### config.mk
export PLATFORM = sky130hd
export DESIGN_NAME = axis_rr_arbiter_flat
export DESIGN_NICKNAME = d
export VERILOG_FILES = /design/src/rtl/axis_rr_arbiter_pkg.sv /design/src/rtl/axis_rr_arbiter_if.sv /design/src/rtl/axis_rr_arbiter_pick.sv /design/src/rtl/axis_rr_arbiter.sv /design/src/flat_wrapper.sv
export SDC_FILE = /design/constraint.sdc
export NUM_CORES = 1
export LEC_CHECK = 0
export CAP_MARGIN = 20
export CORE_UTILIZATION = 35
export DETAILED_ROUTE_END_ITERATION = 8
export HOLD_SLACK_MARGIN = 0.06
export PLACE_DENSITY = 0.68
export SLEW_MARGIN = 0
export SYNTH_ARGS = -nofsm -noshare
export SYNTH_HDL_FRONTEND = slang
export SYNTH_SLANG_ARGS = --single-unit
### constraint.sdc
create_clock -name axis_clk -period 1.97 [get_ports axis_clk]
set_input_delay 0.591 -clock axis_clk [delete_from_list [all_inputs] [get_ports axis_clk]]
set_output_delay 0.591 -clock axis_clk [all_outputs]
set_load 0.005 [all_outputs]
### src/rtl/axis_rr_arbiter_pkg.sv
// Shared types and the round-robin pick helper
// for the AXIS round-robin arbiter.
package axis_arb_pkg;

   localparam int MAX_REQ = 16;
   localparam int PICK_W  = 4;

   typedef enum logic {
      ARB,
      GRANT
   } arb_state_t;

   typedef struct packed {
      logic              found;
      logic [PICK_W-1:0] idx;
   } pick_t;

   // First set bit of req searching last+1, last+2, ...
   // with wrap modulo n.
   function automatic pick_t rr_pick(
      input logic [MAX_REQ-1:0] req,
      input logic [PICK_W-1:0]  last,
      input int                 n
   );
      pick_t             r;
      logic [PICK_W-1:0] j;
      r = '0;
      for (int k = 1; k <= MAX_REQ; k++) begin
         if (k <= n && !r.found) begin
            j = PICK_W'((int'(last) + k) % n);
            if (req[j]) begin
               r.found = 1'b1;
               r.idx   = j;
            end
         end
      end
      return r;
   endfunction

endpackage

### src/rtl/axis_rr_arbiter_if.sv
// Requester, downstream and grant-status signals
// of the AXIS round-robin arbiter.
interface axis_rr_arbiter_if #(
   parameter int NUM_REQ    = 4,
   parameter int DATA_WIDTH = 8,
   parameter int ID_WIDTH   = $clog2(NUM_REQ)
);

   logic [NUM_REQ-1:0]            s_axis_tvalid;
   logic [NUM_REQ-1:0]            s_axis_tready;
   logic [NUM_REQ*DATA_WIDTH-1:0] s_axis_tdata;
   logic                          m_axis_tvalid;
   logic                          m_axis_tready;
   logic [DATA_WIDTH-1:0]         m_axis_tdata;
   logic [ID_WIDTH-1:0]           m_axis_tid;
   logic                          grant_valid;
   logic [ID_WIDTH-1:0]           grant_id;

   modport master (
      input  s_axis_tvalid,
      input  s_axis_tdata,
      input  m_axis_tready,
      output s_axis_tready,
      output m_axis_tvalid,
      output m_axis_tdata,
      output m_axis_tid,
      output grant_valid,
      output grant_id
   );

   modport slave (
      output s_axis_tvalid,
      output s_axis_tdata,
      output m_axis_tready,
      input  s_axis_tready,
      input  m_axis_tvalid,
      input  m_axis_tdata,
      input  m_axis_tid,
      input  grant_valid,
      input  grant_id
   );

endinterface

### src/rtl/axis_rr_arbiter_pick.sv
// Rotating-priority encoder: first request
// after last_grant_i, wrapping around.
module rr_priority_pick
   import axis_arb_pkg::*;
#(
   parameter  int NUM_REQ  = 4,
   localparam int ID_WIDTH = $clog2(NUM_REQ)
) (
   input  logic [NUM_REQ-1:0]  req_i,
   input  logic [ID_WIDTH-1:0] last_grant_i,
   output logic [ID_WIDTH-1:0] idx_o,
   output logic                found_o
);

   pick_t pick;

   // Evaluate the package helper on widened inputs
   always_comb begin
      pick    = rr_pick(MAX_REQ'(req_i),
                        PICK_W'(last_grant_i),
                        NUM_REQ);
      idx_o   = ID_WIDTH'(pick.idx);
      found_o = pick.found;
   end

endmodule

### src/rtl/axis_rr_arbiter.sv
// Round-robin arbiter merging NUM_REQ AXIS streams
// into one registered AXIS write port.
module axis_rr_arbiter
   import axis_arb_pkg::*;
#(
   parameter int NUM_REQ    = 4,
   parameter int DATA_WIDTH = 8,
   parameter int MAX_BURST  = 4
) (
   input logic               axis_clk,
   input logic               axis_rst_n,
   axis_rr_arbiter_if.master bus
);

   localparam int ID_WIDTH = $clog2(NUM_REQ);
   localparam int CW       = $clog2(MAX_BURST + 1);
   localparam logic [CW-1:0] LAST_BEAT =
      CW'(MAX_BURST - 1);
   localparam logic [ID_WIDTH-1:0] LAST_ID =
      ID_WIDTH'(NUM_REQ - 1);

   arb_state_t            state_q, state_d;
   logic [ID_WIDTH-1:0]   grant_q, grant_d;
   logic [ID_WIDTH-1:0]   last_q, last_d;
   logic [CW-1:0]         cnt_q, cnt_d;
   logic [ID_WIDTH-1:0]   pick_idx;
   logic                  pick_found;
   logic                  out_free;
   logic                  accept;
   logic [NUM_REQ-1:0]    ready;
   logic                  vld_q;
   logic [DATA_WIDTH-1:0] data_q;
   logic [ID_WIDTH-1:0]   tid_q;

   rr_priority_pick #(
      .NUM_REQ(NUM_REQ)
   ) u_pick (
      .req_i        (bus.s_axis_tvalid),
      .last_grant_i (last_q),
      .idx_o        (pick_idx),
      .found_o      (pick_found)
   );

   // Arbitration state, grant and burst counter
   always_ff @(posedge axis_clk or negedge axis_rst_n) begin
      if (!axis_rst_n) begin
         state_q <= ARB;
         grant_q <= '0;
         last_q  <= LAST_ID;
         cnt_q   <= '0;
      end else begin
         state_q <= state_d;
         grant_q <= grant_d;
         last_q  <= last_d;
         cnt_q   <= cnt_d;
      end
   end

   // Pick in ARB; count beats and release in GRANT
   always_comb begin
      state_d = state_q;
      grant_d = grant_q;
      last_d  = last_q;
      cnt_d   = cnt_q;
      unique case (state_q)
         ARB: begin
            if (pick_found) begin
               grant_d = pick_idx;
               cnt_d   = '0;
               state_d = GRANT;
            end
         end
         GRANT: begin
            if (accept) begin
               cnt_d = cnt_q + CW'(1);
               if (cnt_q == LAST_BEAT) begin
                  state_d = ARB;
                  last_d  = grant_q;
               end
            end else if (!bus.s_axis_tvalid[grant_q]) begin
               state_d = ARB;
               last_d  = grant_q;
            end
         end
         default: state_d = ARB;
      endcase
   end

   // Ready only to the granted port while output can take a beat
   always_comb begin
      out_free = !vld_q || bus.m_axis_tready;
      ready    = '0;
      if (state_q == GRANT) begin
         ready[grant_q] = out_free;
      end
      accept = bus.s_axis_tvalid[grant_q] && ready[grant_q];
   end

   // Output register: load on accept, clear when drained
   always_ff @(posedge axis_clk or negedge axis_rst_n) begin
      if (!axis_rst_n) begin
         vld_q  <= 1'b0;
         data_q <= '0;
         tid_q  <= '0;
      end else if (accept) begin
         vld_q  <= 1'b1;
         data_q <= bus.s_axis_tdata[grant_q*DATA_WIDTH +: DATA_WIDTH];
         tid_q  <= grant_q;
      end else if (vld_q && bus.m_axis_tready) begin
         vld_q  <= 1'b0;
      end
   end

   assign bus.s_axis_tready = ready;
   assign bus.m_axis_tvalid = vld_q;
   assign bus.m_axis_tdata  = data_q;
   assign bus.m_axis_tid    = tid_q;
   assign bus.grant_valid   = (state_q == GRANT);
   assign bus.grant_id      = grant_q;

endmodule

### src/flat_wrapper.sv
// flat-port wrapper written by rule: the top's interface ports become plain ports
module axis_rr_arbiter_flat import axis_arb_pkg::*;
#(
   parameter int NUM_REQ    = 4,
   parameter int DATA_WIDTH = 8,
   parameter int MAX_BURST  = 4
)
  (axis_clk, axis_rst_n, bus_s_axis_tvalid, bus_s_axis_tdata, bus_m_axis_tready, bus_s_axis_tready, bus_m_axis_tvalid, bus_m_axis_tdata, bus_m_axis_tid, bus_grant_valid, bus_grant_id);
  axis_rr_arbiter_if #(.NUM_REQ(NUM_REQ), .DATA_WIDTH(DATA_WIDTH)) bus_i ();
  input logic axis_clk;
  input logic axis_rst_n;
  input wire logic [$bits(bus_i.s_axis_tvalid)-1:0] bus_s_axis_tvalid;
  input wire logic [$bits(bus_i.s_axis_tdata)-1:0] bus_s_axis_tdata;
  input wire logic [$bits(bus_i.m_axis_tready)-1:0] bus_m_axis_tready;
  output wire logic [$bits(bus_i.s_axis_tready)-1:0] bus_s_axis_tready;
  output wire logic [$bits(bus_i.m_axis_tvalid)-1:0] bus_m_axis_tvalid;
  output wire logic [$bits(bus_i.m_axis_tdata)-1:0] bus_m_axis_tdata;
  output wire logic [$bits(bus_i.m_axis_tid)-1:0] bus_m_axis_tid;
  output wire logic [$bits(bus_i.grant_valid)-1:0] bus_grant_valid;
  output wire logic [$bits(bus_i.grant_id)-1:0] bus_grant_id;
  assign bus_i.s_axis_tvalid = bus_s_axis_tvalid;
  assign bus_i.s_axis_tdata = bus_s_axis_tdata;
  assign bus_i.m_axis_tready = bus_m_axis_tready;
  assign bus_s_axis_tready = bus_i.s_axis_tready;
  assign bus_m_axis_tvalid = bus_i.m_axis_tvalid;
  assign bus_m_axis_tdata = bus_i.m_axis_tdata;
  assign bus_m_axis_tid = bus_i.m_axis_tid;
  assign bus_grant_valid = bus_i.grant_valid;
  assign bus_grant_id = bus_i.grant_id;
  axis_rr_arbiter #(.NUM_REQ(NUM_REQ), .DATA_WIDTH(DATA_WIDTH), .MAX_BURST(MAX_BURST)) u_core (.axis_clk(axis_clk), .axis_rst_n(axis_rst_n), .bus(bus_i));
endmodule
== Yosys cells after proc, flatten, opt, wreduce, memory -nomap -nowiden ==
Index checks and enable logic that the tools add are counted.
Widths: inputs -> output; s select.
Storage, ports and cells
  bits in latches: 0
  memories: 0
  register bits: 19
  ROM bits: 0
  word-level logic and storage cells: 78
  bits in writable memories: 0
Cells by class
  equality and inequality tests: 5
  $add $sub $neg: 5
  reduce and logical (&&, ||, !) cells: 13
  multipliers: 0
  bitwise gates (word level): 6
  shift-type cells: 1
  magnitude comparators: 6
  div/mod/pow operators: 0
  mux-type cells: 35
Operators with widths (number)
  $mux 5: 7
  $shiftx 32x6->8: 1
  $lt 4x5->1 const B: 4
  $mux 1: 13
  $bmux 1 s3: 4
  $reduce_or 2->1: 4
  $mux 2: 3
  $mux 3: 2
  $ne 2x2->1 const B: 3
  $pmux 3 s2: 1
  $add 2x1->2 const B: 2
  $add 2x2->2 const B: 2
  $and 1x1->1 const A: 4
  $and 4x4->4: 1
  $bmux 1 s2: 2
  $mux 4: 1
  $reduce_and 2->1: 2
  $add 3x1->3 const B: 1
  $eq 3x2->1 const B: 1
  $logic_and 1x1->1: 3
  $lt 2x3->1 const B: 1
  $reduce_and 3->1: 1
  $demux 1 s2: 1
  $ge 2x1->1 const B: 1
  other kinds (6): 6

== Logic depth before layout (Yosys ltp) ==
  depth in word-level cells: 14
  gate-level depth with buffers: 6

== Modules after synthesis ==
A second synthesis with hierarchy kept.
Second synthesis, totals
  cells, all modules: 98
  area, all modules: 1209.9 um^2
Modules (own cells, without submodules)
  axis_rr_arbiter: times used 1, area each 1118.6 um^2, cells each 84
  rr_priority_pick: times used 1, area each 91.3 um^2, cells each 14

== Worst setup path after synthesis ==
No wires, ideal clock.
  path kind: input -> register
  from: in bus_m_axis_tready
  to: reg u_core.data_q[0], in the netlist u_core.bus.m_axis_tdata[0]
  stages on the path: 5
  library setup time: 0.125 ns
  required time: 1.845 ns
  path slack: 0.226 ns
  data arrival time: 1.619 ns
  path through: and2b_1 -> nor2_4 -> a21oi_4 -> buf_12 -> mux2_4
Between the ends
  cells in the longest elaborated chain, start to end: 6
Ends and longest elaborated chain
  start, declared: RTL line flat_wrapper.sv:14  | input wire logic [$bits(bus_i.m_axis_tready)-1:0] bus_m_axis_tready;
  $logic_or 1x1->1: RTL line axis_rr_arbiter.sv:91  | out_free = !vld_q || bus.m_axis_tready;
  $and 4x4->4 (no line)
  $mux 4: RTL line axis_rr_arbiter.sv:93  | if (state_q == GRANT) begin
  $bmux 1 s2: RTL line axis_rr_arbiter.sv:96  | accept = bus.s_axis_tvalid[grant_q] && ready[grant_q];
  $mux 1 (not written as such): RTL line axis_rr_arbiter.sv:96
  $logic_and 1x1->1: RTL line axis_rr_arbiter.sv:96
  end signal, assigned: RTL line axis_rr_arbiter.sv:107  | data_q <= bus.s_axis_tdata[grant_q*DATA_WIDTH +: DATA_WIDTH];
  end, declared: RTL line axis_rr_arbiter.sv:32  | logic [DATA_WIDTH-1:0] data_q;
No other way between the ends. The select of a mux whose other input is x is not followed.
A chain may end at the register's enable or synchronous reset.

== Final worst setup path ==
  from: reg u_core.vld_q, in the netlist u_core.bus.m_axis_tvalid
  to: out bus_s_axis_tready[3]
Between the ends
  cells in the longest elaborated chain, start to end: 4
Ends and longest elaborated chain
  start, declared: RTL line axis_rr_arbiter.sv:31  | logic vld_q;
  start signal, assigned: RTL line axis_rr_arbiter.sv:102  | vld_q <= 1'b0;
  start signal, assigned: RTL line axis_rr_arbiter.sv:106  | vld_q <= 1'b1;
  start signal, assigned: RTL line axis_rr_arbiter.sv:110  | vld_q <= 1'b0;
  $logic_not 1->1: RTL line axis_rr_arbiter.sv:91
  $logic_or 1x1->1: RTL line axis_rr_arbiter.sv:91
  $and 4x4->4 (no line)
  $mux 4: RTL line axis_rr_arbiter.sv:93
  end, declared: RTL line flat_wrapper.sv:15  | output wire logic [$bits(bus_i.s_axis_tready)-1:0] bus_s_axis_tready;
No other way between the ends.

==> results_dict.tcl <==
set metrics [dict create \
    grt_max_degree 20 \
    synth_ff_type "dfrtp_1" \
    drtAntennaViolNets 0 \
    timing.hold.ws_ns 0.501 \
    synth_area_per_cell_sq_um 12.7 \
    drt_pre_antenna_iters 4 \
    num_vias 1130 \
    ys_top_cells_by_area "dfrtp_1, mux4_2, mux2_4, dfstp_2, mux2_2" \
    ys.warnings.count 0 \
    cts.sinks 19 \
    powerDensity_mw_per_mm2 1400 \
    syn2layout_area_growth_pct 65.0 \
    crit_buf_inv 2 \
    ctsLongestPathBuffers 2 \
    crit_family "flip-flops" \
    hp-class "flop to flop" \
    start_util_pct 37.0 \
    finalHoldViolCount 0 \
    synthCells 98 \
    grt_pass1_vias 1198 \
    port_buffers 56 \
    worstMarginPinSlew_ns 0.267 \
    critPathMaxFanout 3 \
    antenna_cells 0 \
    setup_tns_ns 0 \
    fp.dieW_um 61.6 \
    syn_area_sq_mm 0.00124 \
    syn_nets 139 \
    viasPerCell 5.09 \
    ys_seq_area_share_pct 38.4 \
    slowest_delay_ns 0.40 \
    routedWlPerCell_um 15.1 \
    gp_congestion 0.867 \
    initialDrtViolationCount 29 \
    dp_hpwl_um 2490 \
    fmax_mhz 524 \
    synth_cell_types 36 \
    fin_crit_sh_pct 96.9 \
    setup_viol 0 \
    antenna_found_initial 0 \
    cts_root_buf "clkbuf_4" \
    synth_top_cell_by_area "dfrtp_1" \
    grt_pass1_wl_um 5460 \
    cp-start-kind "flop" \
    fin_skew_ns 0.0181 \
    synthDominantCellAreaShare_pct 34.2 \
    dieHeight_um 61.6 \
    cap_violations 0 \
    core_area_sq_mm 0.00336 \
    end_kind "primary output" \
    drc_errors 0 \
    path_clk_slew_ns 0.14 \
    cts_buffers 3 \
    fin_crit_ns 1.91 \
    leakagePower_uw 0.000908 \
    synth_seq_cells 19 \
    dieArea_sq_mm 0.00380 \
    nNetsFinal 218 \
    slowest_stage "dfrtp_1" \
    drive_above_1_share_pct 35.8 \
    hold_buffers 0 \
    overflow 0 \
    clk_latency_ns 0.31 \
    io_pins 57 \
    cts_tree "built" \
    rows 21 \
    fin_ws_ns 0.0621 \
    worstPathArrival_ns 1.32 \
    cts_max_level 1 \
    synth_edf_count 0 \
    pre_cts_ws_ns -0.783 \
    drt_wl_total_um 3360 \
    slew_viol_final 0 \
    cp_data_required_time_ns 1.38 \
    ir_drop_uv 582 \
    relSlewSlack_pct 82.2 \
    grt_use_total_pct 19.6 \
    rsz0062_at_grt "true" \
    async_reset_ff_share_pct 100 \
    crit_chain "and2b_4, buf_12, nor3b_2, buf_2" \
    status "completed" \
    crit_type "flop to primary output" \
]
## layer usage
| metal | track usage [%] | vias up | routed length [um] |
|---|---|---|---|
| met2 | 37.9 | 47 | 1840 |
| met1 | 23.3 | 552 | 1340 |
| met5 | 0 | - | 0 |
| met4 | 2.22 | 0 | 19 |
| li1 | - | 525 | - |
| met3 | 2.94 | 6 | 164 |
## where the power goes
part           internal [uW]  leakage (uW)  switching [uW]
registers                602      0.000226             134
logic                   1200      0.000667             720
clock network           77.4     0.0000139             141
## logic make-up (layout without fill, tap and decap cells)
logic type | Yosys count | count (layout) | synth area share (%)
flops | 19 | 19 | 38.4
simple gates | 25 | 25 | 11.3
buf+inv | 10 | 88 | 5.93
compound gates | 19 | 19 | 11.4
mux | 23 | 23 | 31.1
fa+ha+maj | 2 | 2 | 2.01
## registers in the layout (all words and copies together), names as in the netlist
register / count
u_core.bus.grant_valid: 1
u_core.cnt_q: 3
u_core.bus.m_axis_tvalid: 1
u_core.last_q: 2
u_core.bus.grant_id: 2
u_core.bus.m_axis_tdata: 8
u_core.bus.m_axis_tid: 2
## placed cells by master (no fill, tap or decap), drive strengths merged
cell type      count
clkinvlp           1
o21bai             1
mux2              11
a221oi             1
mux4               8
and2               2
o21ai              3
dfrtp             17
dlymetal6s2s       1
buf               27
clkdlybuf4s50     49
a22o               1
ha                 2
nor3b              1
and2b              1
dfstp              2
dlygate4sd2        1
nor3               3
clkbuf             4
mux2i              4
o22ai              1
a21o               2
o31ai              1
nand2b             4
nand3              1
a31o               1
nor2               3
nand2             10
a21oi              5
a32o               1
o221ai             2
inv                5
## final cells by class
type                       instances  area [sq um]
clock buffer                       3          22.5
clock inverter                     1          7.51
fill                             299          1310
inverter                           5          18.8
multi-input combinational         69           718
sequential                        19           479
tap                               46          57.6
timing repair buffer              79           751
## cells in the mapped netlist (2+ instances only)
cell      number
a21o_1         2
o221ai_1       2
nand2_1       10
mux2i_1        3
a21oi_1        4
dfrtp_1       17
and2_1         2
buf_6          2
nor3_1         2
dfstp_2        2
mux2_4         7
nor2_1         2
o21ai_0        3
mux4_2         7
inv_1          5
nand2b_1       4
mux2_2         4
ha_1           2
## stage by stage
step / util, % / instances / power (uW) / area (sq um)
6_report: 61.1 / 222 / 2880 / 2050
5_1_grt: 61.1 / 222 / 3080 / 2050
4_1_cts: 60.7 / 221 / 2860 / 2040
3_5_place_dp: 57.1 / 210 / 2450 / 1920
3_3_place_gp: 57.1 / 210 / 2400 / 1920
2_1_floorplan: - / 98 / 1780 / 1240
## worst paths after layout
check,start,end,slack [ns],depth (start not counted)
min in group asynchronous,axis_rst_n,u_core.bus.grant_id[0],0.59,2
worst max register to register,u_core.bus.grant_id[0],u_core.bus.m_axis_tdata[4],0.17,5
worst max-delay path,u_core.bus.m_axis_tvalid,bus_s_axis_tready[3],0.06,4
worst min-delay path,u_core.bus.m_axis_tid[0],u_core.bus.m_axis_tid[0],0.50,1
worst min register to register,u_core.bus.m_axis_tid[0],u_core.bus.m_axis_tid[0],0.50,1
max in group asynchronous,axis_rst_n,u_core.last_q[0],1.11,2
## timing repair
| item | in CTS | in global routing |
|---|---|---|
| endpoints found under the setup margin | 20 | 6 |
| setup buffers | 7 | 1 |
| hold endpoints to repair | 0 | 0 |
| gates resized for setup | 29 | 4 |
| pin swaps | 2 | 1 |
No activity file was read; power rests on OpenSTA's default activity.
